**config.mk**
```make
export PLATFORM = sky130hd
export DESIGN_NAME = race_controller_flat
export DESIGN_NICKNAME = d
export VERILOG_FILES = /design/src/rtl/race_controller_if.sv /design/src/rtl/race_controller.sv /design/src/flat_wrapper.sv
export SDC_FILE = /design/constraint.sdc
export NUM_CORES = 1
export LEC_CHECK = 0
export BUFFER_PORTS_ARGS = -buffer_cell sky130_fd_sc_hd__buf_2
export CAP_MARGIN = 20
export CORE_ASPECT_RATIO = 0.8
export CORE_MARGIN = 5
export CORE_UTILIZATION = 50
export CTS_BUF_LIST = sky130_fd_sc_hd__clkbuf_2
export DETAILED_ROUTE_END_ITERATION = 10
export PLACE_DENSITY = 0.81
export SYNTH_ARGS = -nofsm -noshare
export SYNTH_HDL_FRONTEND = slang
export SYNTH_SLANG_ARGS = --single-unit
export TNS_END_PERCENT = 1
```
**constraint.sdc**
```tcl
create_clock -name clk -period 2.8 [get_ports clk]
set_clock_uncertainty 0.1 [all_clocks]
set_input_delay 0.14 -clock clk [delete_from_list [all_inputs] [get_ports clk]]
set_output_delay 0.14 -clock clk [all_outputs]
set_load 0.01 [all_outputs]
```
**src/rtl/race_controller_if.sv**
```systemverilog
// Signal bundle between the race sequencer, the input/button logic, the two
// physics engines and the HUD renderer.
interface race_controller_if;
  logic        start;
  logic        pause;
  logic [9:0]  p1_x;
  logic [9:0]  p1_y;
  logic [9:0]  p2_x;
  logic [9:0]  p2_y;
  logic [2:0]  state;
  logic        car_rst;
  logic        game_tick;
  logic [1:0]  countdown;
  logic [3:0]  p1_lap;
  logic [3:0]  p2_lap;
  logic [1:0]  winner;
  logic [15:0] race_ticks;

  modport master (
    output start, pause, p1_x, p1_y, p2_x, p2_y,
    input  state, car_rst, game_tick, countdown, p1_lap, p2_lap, winner, race_ticks
  );

  modport slave (
    input  start, pause, p1_x, p1_y, p2_x, p2_y,
    output state, car_rst, game_tick, countdown, p1_lap, p2_lap, winner, race_ticks
  );
endinterface

```
**src/rtl/race_controller.sv**
```systemverilog
// Race sequencer: game tick, countdown, per-player lap counting, race timer,
// winner decision and the shared state bus that gates both physics engines.
module race_controller #(
  parameter int          TICK_DIV      = 1_666_666,
  parameter int          TICKS_PER_SEC = 60,
  parameter int          LAPS          = 3,
  parameter logic [9:0]  CP_X          = 10'd240,
  parameter logic [9:0]  FIN_X         = 10'd40,
  parameter logic [9:0]  FIN_Y0        = 10'd100,
  parameter logic [9:0]  FIN_Y1        = 10'd140
) (
  input logic             clk,
  input logic             rst,
  race_controller_if.slave bus
);

  localparam int CNT_W = (TICK_DIV > 1) ? $clog2(TICK_DIV) : 1;
  localparam int SEC_W = (TICKS_PER_SEC > 1) ? $clog2(TICKS_PER_SEC) : 1;
  localparam logic [CNT_W-1:0] TICK_LAST = CNT_W'(TICK_DIV - 1);
  localparam logic [CNT_W-1:0] CNT_ZERO  = CNT_W'(0);
  localparam logic [CNT_W-1:0] CNT_ONE   = CNT_W'(1);
  localparam logic [SEC_W-1:0] SEC_LAST  = SEC_W'(TICKS_PER_SEC - 1);
  localparam logic [SEC_W-1:0] SEC_ZERO  = SEC_W'(0);
  localparam logic [SEC_W-1:0] SEC_ONE   = SEC_W'(1);
  localparam logic [3:0]       LAPS_L    = 4'(LAPS);

  typedef enum logic [2:0] {
    IDLE      = 3'd0,
    INIT      = 3'd1,
    COUNTDOWN = 3'd2,
    PAUSE     = 3'd3,
    RACE      = 3'd4,
    FINISH    = 3'd5
  } state_t;

  typedef struct packed {
    logic       flag;
    logic [3:0] lap;
    logic       hit;
  } lap_t;

  // A lap counts only after the checkpoint has armed the flag, so loitering in
  // the finish zone or reversing into it cannot score.
  function automatic lap_t lap_step(input logic flag, input logic [3:0] lap,
                                    input logic [9:0] x, input logic [9:0] y);
    lap_t r;
    r.flag = flag;
    r.lap  = lap;
    r.hit  = 1'b0;
    if (x >= CP_X) begin
      r.flag = 1'b1;
    end else if (flag && (x < FIN_X) && (y >= FIN_Y0) && (y <= FIN_Y1) && (lap < LAPS_L)) begin
      r.lap  = lap + 4'd1;
      r.flag = 1'b0;
      r.hit  = ((lap + 4'd1) == LAPS_L);
    end else begin
      r.flag = flag;
    end
    return r;
  endfunction

  state_t          state_r, state_nxt_s;
  logic [CNT_W-1:0] tick_cnt_r, tick_nxt_s;
  logic            game_tick_r;
  logic [SEC_W-1:0] sec_r, sec_nxt_s;
  logic [1:0]      countdown_r, countdown_nxt_s;
  logic            p1_flag_r, p1_flag_nxt_s, p2_flag_r, p2_flag_nxt_s;
  logic [3:0]      p1_lap_r, p1_lap_nxt_s, p2_lap_r, p2_lap_nxt_s;
  logic [1:0]      winner_r, winner_nxt_s;
  logic [15:0]     race_ticks_r, race_ticks_nxt_s;
  lap_t            p1_step_s, p2_step_s;

  assign p1_step_s = lap_step(p1_flag_r, p1_lap_r, bus.p1_x, bus.p1_y);
  assign p2_step_s = lap_step(p2_flag_r, p2_lap_r, bus.p2_x, bus.p2_y);

  // Tick divider next value.
  always_comb begin
    if (tick_cnt_r == TICK_LAST) begin
      tick_nxt_s = CNT_ZERO;
    end else begin
      tick_nxt_s = tick_cnt_r + CNT_ONE;
    end
  end

  // Free-running divider; game_tick is registered in step with the count.
  always_ff @(posedge clk) begin
    if (rst) begin
      tick_cnt_r  <= CNT_ZERO;
      game_tick_r <= 1'b0;
    end else begin
      tick_cnt_r  <= tick_nxt_s;
      game_tick_r <= (tick_nxt_s == TICK_LAST);
    end
  end

  // Race flow next-state and datapath updates.
  always_comb begin
    state_nxt_s      = state_r;
    sec_nxt_s        = sec_r;
    countdown_nxt_s  = countdown_r;
    p1_flag_nxt_s    = p1_flag_r;
    p2_flag_nxt_s    = p2_flag_r;
    p1_lap_nxt_s     = p1_lap_r;
    p2_lap_nxt_s     = p2_lap_r;
    winner_nxt_s     = winner_r;
    race_ticks_nxt_s = race_ticks_r;
    case (state_r)
      IDLE, FINISH: begin
        // Results are wiped on the way into INIT so the HUD never shows stale laps there.
        if (bus.start) begin
          state_nxt_s      = INIT;
          sec_nxt_s        = SEC_ZERO;
          p1_flag_nxt_s    = 1'b0;
          p2_flag_nxt_s    = 1'b0;
          p1_lap_nxt_s     = 4'd0;
          p2_lap_nxt_s     = 4'd0;
          winner_nxt_s     = 2'd0;
          race_ticks_nxt_s = 16'd0;
        end else begin
          state_nxt_s = state_r;
        end
      end
      INIT: begin
        countdown_nxt_s = 2'd3;
        state_nxt_s     = COUNTDOWN;
      end
      COUNTDOWN: begin
        if (game_tick_r) begin
          if (sec_r == SEC_LAST) begin
            sec_nxt_s = SEC_ZERO;
            if (countdown_r == 2'd1) begin
              countdown_nxt_s = 2'd0;
              state_nxt_s     = RACE;
            end else begin
              countdown_nxt_s = countdown_r - 2'd1;
            end
          end else begin
            sec_nxt_s = sec_r + SEC_ONE;
          end
        end else begin
          sec_nxt_s = sec_r;
        end
      end
      RACE: begin
        if (game_tick_r) begin
          if (race_ticks_r == 16'hFFFF) begin
            race_ticks_nxt_s = race_ticks_r;
          end else begin
            race_ticks_nxt_s = race_ticks_r + 16'd1;
          end
          p1_flag_nxt_s = p1_step_s.flag;
          p1_lap_nxt_s  = p1_step_s.lap;
          p2_flag_nxt_s = p2_step_s.flag;
          p2_lap_nxt_s  = p2_step_s.lap;
          // A finishing lap outranks a simultaneous pause request.
          if (p1_step_s.hit || p2_step_s.hit) begin
            winner_nxt_s = {p2_step_s.hit, p1_step_s.hit};
            state_nxt_s  = FINISH;
          end else if (bus.pause) begin
            state_nxt_s = PAUSE;
          end else begin
            state_nxt_s = RACE;
          end
        end else if (bus.pause) begin
          state_nxt_s = PAUSE;
        end else begin
          state_nxt_s = RACE;
        end
      end
      PAUSE: begin
        if (bus.pause) begin
          state_nxt_s = RACE;
        end else begin
          state_nxt_s = PAUSE;
        end
      end
      default: begin
        state_nxt_s = IDLE;
      end
    endcase
  end

  // Race flow registers.
  always_ff @(posedge clk) begin
    if (rst) begin
      state_r      <= IDLE;
      sec_r        <= SEC_ZERO;
      countdown_r  <= 2'd0;
      p1_flag_r    <= 1'b0;
      p2_flag_r    <= 1'b0;
      p1_lap_r     <= 4'd0;
      p2_lap_r     <= 4'd0;
      winner_r     <= 2'd0;
      race_ticks_r <= 16'd0;
    end else begin
      state_r      <= state_nxt_s;
      sec_r        <= sec_nxt_s;
      countdown_r  <= countdown_nxt_s;
      p1_flag_r    <= p1_flag_nxt_s;
      p2_flag_r    <= p2_flag_nxt_s;
      p1_lap_r     <= p1_lap_nxt_s;
      p2_lap_r     <= p2_lap_nxt_s;
      winner_r     <= winner_nxt_s;
      race_ticks_r <= race_ticks_nxt_s;
    end
  end

  assign bus.state      = state_r;
  assign bus.car_rst    = (state_r == INIT);
  assign bus.game_tick  = game_tick_r;
  assign bus.countdown  = countdown_r;
  assign bus.p1_lap     = p1_lap_r;
  assign bus.p2_lap     = p2_lap_r;
  assign bus.winner     = winner_r;
  assign bus.race_ticks = race_ticks_r;

endmodule
```
**src/flat_wrapper.sv**
```systemverilog
// flat-port wrapper written by rule: the top's interface ports become plain ports
module race_controller_flat 
#(
  parameter int          TICK_DIV      = 1_666_666,
  parameter int          TICKS_PER_SEC = 60,
  parameter int          LAPS          = 3,
  parameter logic [9:0]  CP_X          = 10'd240,
  parameter logic [9:0]  FIN_X         = 10'd40,
  parameter logic [9:0]  FIN_Y0        = 10'd100,
  parameter logic [9:0]  FIN_Y1        = 10'd140
)
  (clk, rst, bus_start, bus_pause, bus_p1_x, bus_p1_y, bus_p2_x, bus_p2_y, bus_state, bus_car_rst, bus_game_tick, bus_countdown, bus_p1_lap, bus_p2_lap, bus_winner, bus_race_ticks);
  race_controller_if bus_i ();
  input logic clk;
  input logic rst;
  input wire logic [$bits(bus_i.start)-1:0] bus_start;
  input wire logic [$bits(bus_i.pause)-1:0] bus_pause;
  input wire logic [$bits(bus_i.p1_x)-1:0] bus_p1_x;
  input wire logic [$bits(bus_i.p1_y)-1:0] bus_p1_y;
  input wire logic [$bits(bus_i.p2_x)-1:0] bus_p2_x;
  input wire logic [$bits(bus_i.p2_y)-1:0] bus_p2_y;
  output wire logic [$bits(bus_i.state)-1:0] bus_state;
  output wire logic [$bits(bus_i.car_rst)-1:0] bus_car_rst;
  output wire logic [$bits(bus_i.game_tick)-1:0] bus_game_tick;
  output wire logic [$bits(bus_i.countdown)-1:0] bus_countdown;
  output wire logic [$bits(bus_i.p1_lap)-1:0] bus_p1_lap;
  output wire logic [$bits(bus_i.p2_lap)-1:0] bus_p2_lap;
  output wire logic [$bits(bus_i.winner)-1:0] bus_winner;
  output wire logic [$bits(bus_i.race_ticks)-1:0] bus_race_ticks;
  assign bus_i.start = bus_start;
  assign bus_i.pause = bus_pause;
  assign bus_i.p1_x = bus_p1_x;
  assign bus_i.p1_y = bus_p1_y;
  assign bus_i.p2_x = bus_p2_x;
  assign bus_i.p2_y = bus_p2_y;
  assign bus_state = bus_i.state;
  assign bus_car_rst = bus_i.car_rst;
  assign bus_game_tick = bus_i.game_tick;
  assign bus_countdown = bus_i.countdown;
  assign bus_p1_lap = bus_i.p1_lap;
  assign bus_p2_lap = bus_i.p2_lap;
  assign bus_winner = bus_i.winner;
  assign bus_race_ticks = bus_i.race_ticks;
  race_controller #(.TICK_DIV(TICK_DIV), .TICKS_PER_SEC(TICKS_PER_SEC), .LAPS(LAPS), .CP_X(CP_X), .FIN_X(FIN_X), .FIN_Y0(FIN_Y0), .FIN_Y1(FIN_Y1)) u_core (.clk(clk), .rst(rst), .bus(bus_i));
endmodule
```
Yosys cells after proc, flatten, opt, wreduce, memory -nomap -nowiden
Index checks and enable logic that the tools add are counted.
{ "op_classes": {"n_addsub": 6, "muxes": 44, "eq_ne": 25, "n_lt_le_gt_ge": 10, "n_reduce_logical": 23} }
{ "op_table": {"columns": ["operator", "n"], "rows": [
  ["16-bit two-way mux", 3],
  ["21-bit equality test (second input constant)", 2],
  ["16-bit case mux with 2 select lines", 1],
  ["3-bit two-way mux", 8],
  ["21-bit by 1-bit adder with 21-bit output (second input constant)", 1],
  ["21-bit two-way mux", 1],
  ["10-bit by 7-bit >= comparator with 1-bit output (second input constant)", 2],
  ["10-bit by 8-bit >= comparator with 1-bit output (second input constant)", 2],
  ["10-bit by 8-bit less-or-equal comparator with 1-bit output (second input constant)", 2],
  ["10-bit by 6-bit less-than comparator with 1-bit output (second input constant)", 2],
  ["5-bit two-way mux", 4],
  ["4-bit AND reduction", 5],
  ["6-bit two-way mux", 3],
  ["16-bit by 1-bit adder with 16-bit output (second input constant)", 1],
  ["16-bit equality test (second input constant)", 1],
  ["4-bit case mux with 2 select lines", 2],
  ["3-bit case mux with 5 select lines", 1],
  ["2-bit by 1-bit != test with 1-bit output (second input constant)", 7],
  ["2-bit two-way mux", 6],
  ["4-bit two-way mux", 3],
  ["6-bit case mux with 2 select lines", 1],
  ["5-bit AND reduction", 2],
  ["4-bit by 1-bit adder with 4-bit output (second input constant)", 2],
  ["4-bit by 2-bit equality test with 1-bit output (second input constant)", 2],
  ["19 further kinds", 44]
]} }
{ "totals": {"regBits": 61} }

Longest topological paths before layout
{ "logic_depth": {"ltp_word": 11, "ltp_mapped": 8, "mapped_depth_nobuf": 8} }

Worst setup path before layout
Ideal clock, no wire load.
{ "synth_timing": {"path_kind": "reg2reg", "from": "register u_core.tick_cnt_r[0]", "to": "register u_core.game_tick_r (netlist: u_core.bus.game_tick)", "arrival_ns": 2.038, "period_less_slack_ns": 2.242, "n_path_buf": 0, "path_slack_ns": 0.558, "path_stages_with_launch": 8, "path_cell_list": "dfxtp_1 > ha_1 > or3_1 > a2111oi_2 > nand3_1 > a2111oi_2 > o2111ai_1 > a2111oi_2"} }
{ "synth_via": {"elab_chain_cells": 3, "elab_cells_between_ends": 4, "classes_between": "1 x add/sub; 2 x eq/ne; 1 x mux"} }
{ "synth_lines": {"columns": ["element", "line_no", "rtl"], "rows": [
  ["start, declared", "race_controller.sv:63", "logic [CNT_W-1:0] tick_cnt_r, tick_nxt_s;"],
  ["start signal, assigned", "race_controller.sv:91", "tick_cnt_r <= tick_nxt_s;"],
  ["21-bit by 1-bit adder with 21-bit output or 21-bit equality test (tied branches)", "race_controller.sv:81, race_controller.sv:78", null],
  ["21-bit two-way mux *", "race_controller.sv:78", "if (tick_cnt_r == TICK_LAST) begin"],
  ["21-bit equality test *", "race_controller.sv:92", "game_tick_r <= (tick_nxt_s == TICK_LAST);"],
  ["end signal, assigned", "race_controller.sv:92", null],
  ["end, declared", "race_controller.sv:64", "logic game_tick_r;"]
]} }
Mark *: on every way between the ends. The rest lies on a longest branch, timed or not.
A chain may end at the register's enable or synchronous reset.

Final worst setup path
{ "layout_timing": {"from": "register u_core.p2_lap_r[0] (netlist: u_core.bus.p2_lap[0])", "to": "register u_core.state_r[1] (netlist: u_core.bus.state[1])"} }
{ "layout_via": {"elab_chain_cells": 8, "elab_cells_between_ends": 10, "classes_between": "1 x add/sub; 1 x order compare; 1 x eq/ne; 5 x mux; 2 x reduce/logical"} }
{ "layout_lines": {"columns": ["element", "line_no", "rtl"], "rows": [
  ["start, declared", "race_controller.sv:68", "logic [3:0] p1_lap_r, p1_lap_nxt_s, p2_lap_r, p2_lap_nxt_s;"],
  ["start signal, assigned", "race_controller.sv:202", "p2_lap_r <= p2_lap_nxt_s;"],
  ["4-bit by 1-bit adder with 4-bit output or 4-bit by 2-bit less-than comparator with 1-bit output (tied branches)", "race_controller.sv:55, race_controller.sv:52", null],
  ["4-bit by 2-bit equality test with 1-bit output or 1-bit logical AND (tied branches)", "race_controller.sv:55, race_controller.sv:52", null],
  ["5-bit two-way mux *", "race_controller.sv:52", "end else if (flag && (x < FIN_X) && (y >= FIN_Y0) && (y <= FIN_Y1) && (lap < LAPS_L)) begin"],
  ["5-bit two-way mux *", "race_controller.sv:50", "if (x >= CP_X) begin"],
  ["1-bit logical OR *", "race_controller.sv:156", "if (p1_step_s.hit || p2_step_s.hit) begin"],
  ["3-bit two-way mux *", "race_controller.sv:156", null],
  ["3-bit two-way mux *", "race_controller.sv:145", "if (game_tick_r) begin"],
  ["3-bit case mux with 5 select lines *", "race_controller.sv:107", "case (state_r)"],
  ["end signal, assigned", "race_controller.sv:196", "state_r <= state_nxt_s;"],
  ["end, declared", "race_controller.sv:62", "state_t state_r, state_nxt_s;"]
]} }
Mark *: on every way between the ends. The rest lies on a longest branch, timed or not. The select of a mux whose other input is x is not followed.

==> results.md <==
- Placed cells: 554
- #FFs+latches synth: 61
- Most used DFF post-synth: dfxtp_1
- Pwr Density: 395 mW/mm2
- Worst-Margin Slew: 0.611 ns
- Post-route ant nets: 0
- Status: finished clean
- Port buffer count: 70
- Setup TNS: 0 ns
- Synthesized area per cell: 8.22 um2
- Pleak: 1.59 nW
- Fin crit period: 2.59 ns
- Vias in the first global route: 2982
- DR WL/cell: 14.4 um
- Critical Path Start Type: flop
- Sw Pwr: 0.433 mW
- Fin crit share: 92.5%
- Yosys warns: 0
- Total GRT Usage: 19.7%
- Gate power share: 10.6%
- Fin cells: 579
- First DRT Iteration DRCs: 230
- Cell taking the most area after synthesis: dfxtp_1
- Initial core utilization: 51.9%
- DRC violations left: 0
- Via count: 3284
- Overflow after GRT: 0
- Capturing element type of the critical path: flop
- Rows: 26
- CTS tree: built
- Max Slew Vio Count: 0
- Int Power: 1.15 mW
- Most frequent cell after synthesis: nor2_1
- Diodes inserted: 0
- Post-synth EDFFs: 0
- # IOs: 77
- Final Hold Violating Endpoints: 0
- Kind of critical path: flop to flop
- Syn_nets: 462
- Pre-antenna DRT Iters: 4
- GPL Wtd Cong: 0.822
- Cell Area, Synth: 0.00336 mm2
- Synth async-reset ratio: 0%
- Initial antenna violation count: 0
- Yosys cell types: 59
- Top cells by area, synth: dfxtp_1, nor2_1, xor2_1
- Worst-path clk slew: 0.18 ns
- Clock power share: 32.7%
- Hold_ws: 0.0911 ns
- Clk buf depth: 2
- Nets: 544
- Maximum fanout along the worst path: 6
- Max H-tree Level: 3
- First-pass GRT wire length: 13800 um
- Layout cell share with drive strength beyond 1: 21.2%
- Fmax achieved: 0.386 GHz
- Core region area: 0.00647 mm2
- Post-route design area: 0.00400 mm2
- Largest net degree at the start of global routing: 25
- Top cells by count, synth: nor2_1, dfxtp_1, xor2_1
- Net Sw Frac: 27.4%
- CTS sink cnt: 61
- MaxCap Viol Count: 0
- Postcts setup bufs: 0
- Root Driver: clkbuf_2
- Final Core Density: 61.8%
- Post-synthesis instance total: 409
- DP Wirelength: 6080 um
- Critical Path RT: 3.12 ns
- Clock latency at the later pin of the worst-skew pair: 0.50 ns
- Die Ht: 83.3 um
- Post-place instance area: 0.00379 mm2
- Final setup vio count: 0
- CTS Buf Count: 9
- Final worst slack: 0.209 ns
- RSZ-0062 raised after global routing: no
- Sequential power share: 56.7%
- Worst VDD drop: 0.000277 V
- Die area: 0.00847 mm2
- Max-Slew Margin vs Limit: 59.0%
- Total routed wirelength: 8360 um
- DR vias/cell: 5.67
- Min-delay worst type: input pin to flop
- Area delta synth->final: 19.0%
- Data arrival, critical path: 2.91 ns
- Top-area cell type share of the netlist area: 36.3%
- DIE WIDTH: 102 um
- Setup WS pre-CTS: 0.360 ns
- Overall Power: 1.58 mW
- Post-synthesis sequential area ratio: 36.3%
==> cell type report <==
type,instances,area (um2)
clock buffers,9,45.0
clock inverters,6,55.1
fillers,572,2470
inverters,13,48.8
multi-input cells,319,2020
flip-flops and latches,61,1220
well taps,84,105
repair buffers,87,503
==> timing repair <==
| action | CTS | global route |
|---|---|---|
| hold endpoints to repair | 15 | 0 |
| resized for setup | 0 | 2 |
| hold buffers | 10 | 0 |
| setup endpoints to repair | 0 | 1 |
==> kinds of logic after synthesis <==
logic type | Yosys count | synth area share, %
muxes | 2 | 0.633
buffers and inverters | 29 | 3.83
adders and majority gates | 9 | 3.35
and+or+nand+nor | 210 | 33.3
DFF | 61 | 36.3
xor gates and xnor gates | 37 | 9.64
AOI/OAI and AO/OA | 61 | 12.9
==> critical path, cell delays in order (launching register included) <==
cell and delay, ns:
dfxtp_1 0.39, ha_1 0.22, nor3_1 0.22, nand4_1 0.27, nor3_2 0.32, o21ai_0 0.19, a31oi_1 0.20, nor2_1 0.05
dlygate4sd3_1 0.57
==> final timing paths <==
kind	from	endpoint	slack, ns	cells after the start
setup / recovery	u_core.bus.p2_lap[0]	u_core.bus.state[1]	0.21	8
hold / removal	bus_p2_y[8]	u_core.bus.p2_lap[1]	0.09	6
setup reg to reg	u_core.bus.p2_lap[0]	u_core.bus.state[1]	0.21	8
hold reg to reg	u_core.sec_r[1]	u_core.sec_r[1]	0.40	2
==> registers in the layout, summed over array words and instances (netlist names) <==
register and cells:
u_core.bus.countdown 2, u_core.bus.game_tick 1, u_core.bus.p1_lap 4, u_core.bus.p2_lap 4
u_core.bus.race_ticks 16, u_core.bus.state 3, u_core.bus.winner 2, u_core.p1_flag_r 1
u_core.p2_flag_r 1, u_core.sec_r 6, u_core.tick_cnt_r 21
==> cells in the final DEF, fill, tap and decap left out, drive strengths merged, types with 6 or more instances in the layout <==
cell and instances:
nor3 15, and2 6, nand3 18, inv 13, buf 77, dfxtp 61
clkbuf 9, ha 9, and3 11, nand4 21, a21oi 18, dlygate4sd3 10
o21ai 7, nand2 24, xor2 27, nor4b 6, xnor2 10, nor2 64
nor4 7
==> routing by layer <==
metal	vias to the layer above	part of all wire [%]	wire [um]	GRT usage (%)
met5	-	0	0	0
met4	0	1.2	102	5.80
met3	14	7.7	648	6.03
met2	123	46	3870	30.3
met1	1502	45	3750	26.4
li1	1645	-	-	-
==> power by group through the flow <==
stage,clock network [mW],registers [mW],logic (mW)
3_3_place_gp,0,0.913,0.150
4_1_cts,0.529,0.896,0.165
3_5_place_dp,0,0.914,0.154
5_1_grt,0.568,0.899,0.186
6_report,0.517,0.896,0.167
2_1_floorplan,0,0.909,0.0972
No activity file was read; power rests on OpenSTA's default activity.
